$ cat config.mk
export PLATFORM = sky130hd
export DESIGN_NAME = lcd_row_writer
export DESIGN_NICKNAME = d
export VERILOG_FILES = /design/src/rtl/lcd_row_writer.sv
export SDC_FILE = /design/constraint.sdc
export NUM_CORES = 1
export LEC_CHECK = 0
export CAP_MARGIN = 20
export CORE_MARGIN = 3
export CORE_UTILIZATION = 50
export CTS_CLUSTER_SIZE = 16
export DETAILED_ROUTE_END_ITERATION = 8
export PLACE_DENSITY = 0.82
export RECOVER_POWER = 100
export SLEW_MARGIN = 20
export SYNTH_ARGS = -nofsm -noshare
export SYNTH_HDL_FRONTEND = slang
export SYNTH_SLANG_ARGS = --single-unit
$ cat constraint.sdc
create_clock -name clk -period 4.4 [get_ports clk]
set_input_delay 0.88 -clock clk [delete_from_list [all_inputs] [get_ports clk]]
set_output_delay 0.88 -clock clk [all_outputs]
set_load 0.05 [all_outputs]
$ cat src/rtl/lcd_row_writer.sv
// lcd_row_writer: drives a 16x2 HD44780-style LCD over an 8-bit write-only bus.
// Runs the power-up init sequence once, then refreshes both rows continuously
// from a per-frame snapshot of the two ASCII row buffers.
module lcd_row_writer #(
    parameter int unsigned POWERUP_CYCLES = 500000,
    parameter int unsigned SETUP_CYCLES   = 2,
    parameter int unsigned EN_CYCLES      = 5,
    parameter int unsigned WAIT_CYCLES    = 500,
    parameter int unsigned CLEAR_CYCLES   = 20000,
    parameter int unsigned CNT_W          = 20
) (
    input  logic         clk,
    input  logic         nRst,
    input  logic [127:0] row1,
    input  logic [127:0] row2,
    output logic         lcd_en,
    output logic         lcd_rs,
    output logic         lcd_rw,
    output logic [7:0]   lcd_data,
    output logic         init_done,
    output logic         frame_done
);

    localparam int unsigned ROW_W  = 128;
    localparam int unsigned BYTE_W = 8;
    localparam int unsigned IDX_W  = 4;

    localparam logic [CNT_W-1:0] L_PWR_LAST   = CNT_W'(POWERUP_CYCLES - 1);
    localparam logic [CNT_W-1:0] L_SETUP_LAST = CNT_W'(SETUP_CYCLES - 1);
    localparam logic [CNT_W-1:0] L_EN_LAST    = CNT_W'(EN_CYCLES - 1);
    localparam logic [CNT_W-1:0] L_WAIT_LAST  = CNT_W'(WAIT_CYCLES - 1);
    localparam logic [CNT_W-1:0] L_CLR_LAST   = CNT_W'(CLEAR_CYCLES - 1);

    localparam logic [ROW_W-1:0]  L_BLANK_ROW = {16{8'h20}};
    localparam logic [BYTE_W-1:0] L_CMD_CLEAR = 8'h01;
    localparam logic [BYTE_W-1:0] L_CMD_LINE1 = 8'h80;
    localparam logic [BYTE_W-1:0] L_CMD_LINE2 = 8'hC0;
    localparam logic [IDX_W-1:0]  L_IDX_LAST  = 4'd15;

    typedef enum logic [2:0] {
        S_POWERUP,
        S_INIT,
        S_L1_ADDR,
        S_L1_CHARS,
        S_L2_ADDR,
        S_L2_CHARS
    } state_t;

    typedef enum logic [1:0] {
        P_SETUP,
        P_PULSE,
        P_WAIT
    } phase_t;

    state_t             r_state, w_state_nxt;
    phase_t             r_phase, w_phase_nxt;
    logic [CNT_W-1:0]   r_cnt, w_cnt_nxt;
    logic [IDX_W-1:0]   r_idx, w_idx_nxt;
    logic               r_en, w_en_nxt;
    logic               r_rs, w_rs_nxt;
    logic [BYTE_W-1:0]  r_data, w_data_nxt;
    logic               r_init_done, w_init_done_nxt;
    logic               r_frame_done, w_frame_done_nxt;
    logic [ROW_W-1:0]   r_snap1, w_snap1_nxt;
    logic [ROW_W-1:0]   r_snap2, w_snap2_nxt;

    logic               w_load;
    logic               w_new_rs;
    logic [BYTE_W-1:0]  w_new_data;
    logic [CNT_W-1:0]   w_wait_last;
    logic [IDX_W-1:0]   w_idx_inc;

    // Init command bytes in issue order.
    function automatic logic [BYTE_W-1:0] init_cmd(input logic [1:0] idx);
        logic [BYTE_W-1:0] cmd;
        case (idx)
            2'd0:    cmd = 8'h38;
            2'd1:    cmd = 8'h0C;
            2'd2:    cmd = 8'h06;
            default: cmd = L_CMD_CLEAR;
        endcase
        return cmd;
    endfunction

    // Character idx of a row; char 0 sits in the top byte.
    function automatic logic [BYTE_W-1:0] pick_char(input logic [ROW_W-1:0] row,
                                                    input logic [IDX_W-1:0] idx);
        logic [6:0] pos;
        pos = {4'(L_IDX_LAST - idx), 3'b000};
        return row[pos +: 8];
    endfunction

    // Only the clear command gets the long settle time.
    assign w_wait_last = (!r_rs && (r_data == L_CMD_CLEAR)) ? L_CLR_LAST : L_WAIT_LAST;
    assign w_idx_inc   = r_idx + IDX_W'(1);

    // State, phase counters, snapshots and registered pin values.
    always_ff @(posedge clk or negedge nRst) begin
        if (!nRst) begin
            r_state      <= S_POWERUP;
            r_phase      <= P_SETUP;
            r_cnt        <= '0;
            r_idx        <= '0;
            r_en         <= 1'b0;
            r_rs         <= 1'b0;
            r_data       <= '0;
            r_init_done  <= 1'b0;
            r_frame_done <= 1'b0;
            r_snap1      <= L_BLANK_ROW;
            r_snap2      <= L_BLANK_ROW;
        end else begin
            r_state      <= w_state_nxt;
            r_phase      <= w_phase_nxt;
            r_cnt        <= w_cnt_nxt;
            r_idx        <= w_idx_nxt;
            r_en         <= w_en_nxt;
            r_rs         <= w_rs_nxt;
            r_data       <= w_data_nxt;
            r_init_done  <= w_init_done_nxt;
            r_frame_done <= w_frame_done_nxt;
            r_snap1      <= w_snap1_nxt;
            r_snap2      <= w_snap2_nxt;
        end
    end

    // Next-state: byte phase sequencing plus which byte follows when a WAIT ends.
    always_comb begin
        w_state_nxt      = r_state;
        w_phase_nxt      = r_phase;
        w_cnt_nxt        = r_cnt;
        w_idx_nxt        = r_idx;
        w_en_nxt         = r_en;
        w_rs_nxt         = r_rs;
        w_data_nxt       = r_data;
        w_init_done_nxt  = r_init_done;
        w_frame_done_nxt = 1'b0;
        w_snap1_nxt      = r_snap1;
        w_snap2_nxt      = r_snap2;
        w_load           = 1'b0;
        w_new_rs         = 1'b0;
        w_new_data       = '0;

        if (r_state == S_POWERUP) begin
            if (r_cnt == L_PWR_LAST) begin
                w_state_nxt = S_INIT;
                w_idx_nxt   = '0;
                w_load      = 1'b1;
                w_new_data  = init_cmd(2'd0);
            end else begin
                w_cnt_nxt = r_cnt + CNT_W'(1);
            end
        end else begin
            case (r_phase)
                P_SETUP: begin
                    if (r_cnt == L_SETUP_LAST) begin
                        w_phase_nxt = P_PULSE;
                        w_cnt_nxt   = '0;
                        w_en_nxt    = 1'b1;
                    end else begin
                        w_cnt_nxt = r_cnt + CNT_W'(1);
                    end
                end
                P_PULSE: begin
                    if (r_cnt == L_EN_LAST) begin
                        w_phase_nxt = P_WAIT;
                        w_cnt_nxt   = '0;
                        w_en_nxt    = 1'b0;
                    end else begin
                        w_cnt_nxt = r_cnt + CNT_W'(1);
                    end
                end
                P_WAIT: begin
                    if (r_cnt == w_wait_last) begin
                        w_load = 1'b1;
                        case (r_state)
                            S_INIT: begin
                                if (r_idx == IDX_W'(3)) begin
                                    w_state_nxt     = S_L1_ADDR;
                                    w_idx_nxt       = '0;
                                    w_new_data      = L_CMD_LINE1;
                                    w_init_done_nxt = 1'b1;
                                    w_snap1_nxt     = row1;
                                    w_snap2_nxt     = row2;
                                end else begin
                                    w_idx_nxt  = w_idx_inc;
                                    w_new_data = init_cmd(w_idx_inc[1:0]);
                                end
                            end
                            S_L1_ADDR: begin
                                w_state_nxt = S_L1_CHARS;
                                w_idx_nxt   = '0;
                                w_new_rs    = 1'b1;
                                w_new_data  = pick_char(r_snap1, '0);
                            end
                            S_L1_CHARS: begin
                                w_idx_nxt = w_idx_inc;
                                if (r_idx == L_IDX_LAST) begin
                                    w_state_nxt = S_L2_ADDR;
                                    w_new_data  = L_CMD_LINE2;
                                end else begin
                                    w_new_rs   = 1'b1;
                                    w_new_data = pick_char(r_snap1, w_idx_inc);
                                end
                            end
                            S_L2_ADDR: begin
                                w_state_nxt = S_L2_CHARS;
                                w_idx_nxt   = '0;
                                w_new_rs    = 1'b1;
                                w_new_data  = pick_char(r_snap2, '0);
                            end
                            S_L2_CHARS: begin
                                w_idx_nxt = w_idx_inc;
                                if (r_idx == L_IDX_LAST) begin
                                    w_state_nxt      = S_L1_ADDR;
                                    w_new_data       = L_CMD_LINE1;
                                    w_frame_done_nxt = 1'b1;
                                    w_snap1_nxt      = row1;
                                    w_snap2_nxt      = row2;
                                end else begin
                                    w_new_rs   = 1'b1;
                                    w_new_data = pick_char(r_snap2, w_idx_inc);
                                end
                            end
                            default: begin
                                w_load = 1'b0;
                            end
                        endcase
                    end else begin
                        w_cnt_nxt = r_cnt + CNT_W'(1);
                    end
                end
                default: begin
                    w_phase_nxt = P_SETUP;
                    w_cnt_nxt   = '0;
                end
            endcase
        end

        if (w_load) begin
            w_phase_nxt = P_SETUP;
            w_cnt_nxt   = '0;
            w_en_nxt    = 1'b0;
            w_rs_nxt    = w_new_rs;
            w_data_nxt  = w_new_data;
        end
    end

    assign lcd_en     = r_en;
    assign lcd_rs     = r_rs;
    assign lcd_rw     = 1'b0;
    assign lcd_data   = r_data;
    assign init_done  = r_init_done;
    assign frame_done = r_frame_done;

endmodule

### Yosys cells after proc, flatten, opt, wreduce, memory -nomap -nowiden

Cells that the tools add are included.

* $add $sub $neg: 3
* multiply operators: 0
* divide/modulo/power cells: 0
* $lt $le $gt $ge: 0
* eq/ne operators: 28
* shift-type cells: 2
* mux-type cells: 62
* bitwise logic cells: 1
* reduce and logical (&&, ||, !) cells: 21

Operators by type and width (number)
* $mux W128: 4
* $pmux W128 S2: 2
* $shiftx A128 B8 Y8: 2
* $mux W20: 6
* $pmux W20 S3: 1
* $mux W8: 6
* $pmux W8 S5: 1
* $mux W3: 7
* $add A20 B1 Y20 const B: 1
* $eq A20 B1 Y1 const B: 1
* $eq A20 B15 Y1: 1
* $eq A20 B19 Y1 const B: 1
* $eq A20 B3 Y1 const B: 1
* $mux W4: 5
* $mux W1: 18
* $ne A3 B3 Y1 const B: 6
* $pmux W6 S3: 1
* $mux W15: 1
* $pmux W3 S5: 1
* $pmux W4 S3: 1
* $reduce_and A4 Y1: 3
* $eq A8 B1 Y1 const B: 1
* $mux W2: 4
* $ne A2 B2 Y1 const B: 4
* 29 further kinds: 38

* register bits: 297
* bits in latches: 0
* memory bits (writable): 0
* memory bits (read-only): 0
* bits of input ports: 258
* output and inout bits: 13
* word-level logic and storage cells: 128
* memories: 0

### Longest topological paths before layout

* word-level depth: 9
* mapped depth: 13
* mapped depth without buffers: 8

### Least setup slack after synthesis

No wires, ideal clock.

* path kind: reg2reg
* start: register r_idx[0]
* end: register r_data[7] (netlist: lcd_data[7])
* library setup time: 0.128 ns
* data arrival time: 3.385 ns
* required time: 4.272 ns
* slack: 0.888 ns
* stages on the path, launching flop included: 14
* path buffers: 5
* period minus slack after synthesis: 3.512 ns
* cells stage by stage: dfrtp_1 buf_4 buf_2 buf_2 buf_2 inv_1 ha_1 buf_1 clkinv_1 nor2_1 a22oi_1 and3_1 nor4_1 o21ai_1

* cells in the longest elaborated chain, start to end: 8
* elaborated cells on any way between the ends: 13
* classes of those cells: add/sub (2); eq/ne (2); shift (2); mux (7)

Ends and longest elaborated chain
* from (decl): line 58 `logic [IDX_W-1:0] r_idx, w_idx_nxt;`
* from (signal assigned): line 115 `r_idx <= w_idx_nxt;`
* $add A4 B1 Y4: line 95 `assign w_idx_inc = r_idx + IDX_W'(1);`
* $sub A4 B4 Y4: line 89 `pos = {4'(L_IDX_LAST - idx), 3'b000};`
* $shiftx A128 B8 Y8: line 90 `return row[pos +: 8];`
* $mux W8, on equally long branches: line 213, 197
* $pmux W8 S5 *: line 175 `case (r_state)`
* $mux W8 *: line 173 `if (r_cnt == w_wait_last) begin`
* $mux W8 *: line 153 `case (r_phase)`
* $mux W8 *: line 143 `if (r_state == S_POWERUP) begin`
* to (signal assigned): line 118 `r_data <= w_data_nxt;`
* to (decl): line 61 `logic [BYTE_W-1:0] r_data, w_data_nxt;`

Every way passes the cells marked *; elsewhere a longest branch is shown, timed or not.
A chain may end at the register's enable or synchronous reset.

### Worst setup path after layout

Same ends and word-level chain as after synthesis.

==> flow_metrics.py <==
metrics = {
    "outcome": {
        "status": "finished, violations left",
        "violations": "capacitance limit, slew limit",
    },
    "place": {
        "pre_cts_slack_ns": 1.10,
        "dp.final_hpwl_um": 27600,
        "globalplace.congestion": 0.930,
        "io_buffers": 269,
    },
    "pwr": {
        "netSwitchingPower_w": 0.00132,
        "powerDensity_nw_per_um2": 331,
        "cellLeakagePower_nw": 7.26,
        "sequentialPowerShare_pct": 48.5,
        "p_clk_share_pct": 43.9,
        "irDropWorstVdd_uv": 293,
        "p_sw_share_pct": 21.8,
        "p_comb_share_pct": 7.6,
        "internal_power_w": 0.00473,
    },
    "sta": {
        "grt_setup_unrepaired": "false",
        "finalWorstSetupSlack_ns": 0.610,
        "fin_setup_tns_ns": 0,
        "final_max_slew_viol_count": 90,
        "timing.fmax_mhz": 264,
        "final-hold-violation-count": 0,
        "setup_viol": 0,
        "finalCritPeriodShare_pct": 86.1,
        "worstMarginPinSlew_ns": 2.35,
        "min_period_ns": 3.79,
        "clock_skew_ns": 0.0223,
        "relSlewSlack_pct": -56.4,
    },
    "global_route": {
        "overflow": 0,
        "grt_pass1_wl_um": 58400,
        "grt_usage_pct": 24.8,
        "grt_pass1_vias": 10213,
        "grt_max_degree": 135,
        "antenna_found_initial": 9,
    },
    "drt": {
        "drt_iter0_drc": 763,
        "vias_per_cell": 5.77,
        "drcViolationCount": 0,
        "num_vias": 9811,
        "dr.pass1.iters": 5,
        "drt.antenna.violating_nets": 0,
        "routed_wl_um": 38000,
        "wl_per_cell_um": 22.4,
    },
    "cts": {
        "clock-sinks": 297,
        "cts_max_level": 2,
        "hold_buffers": 0,
        "clk_path_buf_depth": 3,
        "cts-root-buf": "clkbuf_16",
        "cts_setup_buffers": 0,
        "clk_latency_ns": 0.52,
        "numCtsBuffers": 34,
        "cts_resized": 0,
        "cts_tree": "done",
        "path_clk_slew_ns": 0.06,
    },
    "synth": {
        "yosys_warnings": 0,
        "avgSynthCellArea_um2": 13.7,
        "netlist_area_um2": 14200,
        "synth-edff-count": 0,
        "synth_top_area_cell": "dfrtp_1",
        "yosys.cell_types.count": 66,
        "synth_seq_cells": 297,
        "seq_area_frac_synth_pct": 52.7,
        "syn_inst": 1034,
        "yosysTopAreaCellShare_pct": 46.7,
        "synth_area_leaders": "dfrtp_1 (47%), mux2_1 (19%), mux4_2 (7.1%)",
        "synth_fp_nets": 1300,
        "ys.flop_type": "dfrtp_1",
        "synth-async-reset-ratio_pct": 100,
    },
    "min_path": {
        "min-delay-path-class": "register to register",
    },
    "die": {
        "die_area_um2": 30400,
        "die_w_um": 174,
        "die_h_um": 174,
        "row_count": 61,
        "core_area_um2": 27900,
        "start_util_pct": 50.9,
        "ios": 271,
    },
    "critical_path": {
        "crit_path_max_fanout": 24,
        "crit_required_ns": 4.80,
        "end_kind": "register",
        "crit_type": "register to register",
        "critPathLaunchType": "register",
        "worst-endpoint-arrival_ns": 4.19,
    },
    "layout": {
        "drive_above_1_share_pct": 12.9,
        "multi_input_comb_area_um2": 6340,
        "syn2layout_area_growth_pct": 28.6,
        "num-fill-cells": 2054,
        "final-seq-area_um2": 7480,
        "nets": 1555,
    },
    "job": {
        "cap_violations": 1,
    },
}
==> critical path, stage by stage, from the launching register on <==
cell and delay [ns]:
dfrtp_4 0.45, inv_1 0.05, ha_1 1.13, buf_4 0.44, clkinv_1 0.29, nor2_1 0.66
a22oi_1 0.14, and3_1 0.23, nor4_1 0.16, o21ai_1 0.10
==> cell type report <==
| cell class | instances | share of cell area [%] |
|---|---|---|
| Clock inverter | 7 | 0.336 |
| Antenna cell | 9 | 0.123 |
| Sequential cell | 297 | 41.0 |
| Multi-Input combinational cell | 664 | 34.8 |
| Tap cell | 378 | 2.59 |
| Inverter | 10 | 0.206 |
| Timing Repair Buffer | 282 | 15.6 |
| Clock buffer | 53 | 5.44 |
==> synth_stat cells (3+ instances only) <==
library cell,count
mux2i_1,48
o22ai_1,3
buf_6,4
inv_1,7
a22o_1,3
a22oi_1,30
o21ai_0,17
buf_1,3
nand3_1,20
mux4_2,45
and4_1,3
xor2_1,14
buf_2,33
nand4_1,8
o211ai_1,6
a221oi_1,3
o21ai_1,6
or2_2,3
a21oi_1,12
mux2_1,240
nor4_1,5
dfstp_2,32
nor3b_1,4
a31oi_1,7
xnor2_1,7
or3_1,9
a41o_1,4
nor3_1,9
nor2_1,37
and3_1,6
mux2_2,20
clkbuf_1,20
dfrtp_1,265
nor2b_1,3
ha_1,8
buf_4,3
nand2_1,50
==> cells by family after synthesis <==
kind of cell / share of synthesized area (%)
compound gates: 5.26
xor+xnor: 1.30
fa+ha+maj: 0.706
buf+inv: 2.51
flops: 52.7
mux: 31.2
other cells: 0.0264
simple gates: 6.37
==> worst paths after layout <==
path                       depth (start not counted)                       to                    start  slack [ns]
max                                                9  lcd_data[7]$_DFFE_PN0P_     r_idx[0]$_DFFE_PN0P_        0.61
min                                                1  r_snap2[54]$_DFFE_PN0P_  r_snap2[54]$_DFFE_PN0P_        0.48
max reg2reg                                        9  lcd_data[7]$_DFFE_PN0P_     r_idx[0]$_DFFE_PN0P_        0.61
min reg2reg                                        1  r_snap2[54]$_DFFE_PN0P_  r_snap2[54]$_DFFE_PN0P_        0.48
max in group asynchronous                          2   r_snap1[6]$_DFFE_PN0P_                     nRst        1.38
min in group asynchronous                          1  lcd_data[2]$_DFFE_PN0P_                     nRst        1.10
==> metrics by stage <==
stage               utilization (%)  instances  cell area [µm²]  total power, W  hold WS (ns)
finish                         65.5       1700            18200         0.00605         0.485
CTS                            65.7       1691            18300         0.00610         0.423
detailed placement             61.9       1631            17200         0.00344         0.477
global placement               61.9       1631            17200         0.00342         0.469
global route                   65.5       1700            18200         0.00626         0.496
floorplan                         -       1034            14200         0.00308         0.459
==> flip-flops by register name, indices dropped and copies added, names as in the netlist <==
name,cells
r_idx,4
r_cnt,20
init_done,1
frame_done,1
lcd_data,8
r_state,3
r_snap1,128
lcd_en,1
r_snap2,128
r_phase,2
lcd_rs,1
==> routing by layer <==
metal	global-route usage [%]	up-vias	wire length (µm)
met4	9.38	0	1240
met3	6.51	78	2730
met5	0	-	0
li1	-	4350	-
met2	42.1	340	19300
met1	30.6	5043	14700
==> power groups by stage <==
stage	Sequential (W)	Combinational, W	Clock (W)
2_1_floorplan	0.00295	0.000133	0
3_3_place_gp	0.00297	0.000452	0
3_5_place_dp	0.00298	0.000463	0
4_1_cts	0.00293	0.000466	0.00271
5_1_grt	0.00294	0.000494	0.00282
6_report	0.00293	0.000457	0.00266
==> cells in the final DEF (no fill, tap or decap), drive strengths merged, types with 3 or more instances in the layout <==
cell type,count
dlygate4sd3,12
a22oi,30
xor2,14
or4,3
a31oi,7
a41o,4
xnor2,7
buf,11
a21oi,13
and4,3
clkbuf,56
nand2,51
clkdlybuf4s50,256
nor3,9
o21ai,23
inv,9
a22o,3
nor2,37
diode,9
or3,10
mux4,45
or2,3
nor3b,4
clkinv,8
nand4,8
o211ai,6
a221oi,3
nand3,20
ha,8
and3,6
dfrtp,265
nor4,7
nor2b,3
mux2,260
o22ai,3
mux2i,48
dfstp,32
Power figures use the tool's default switching activity.
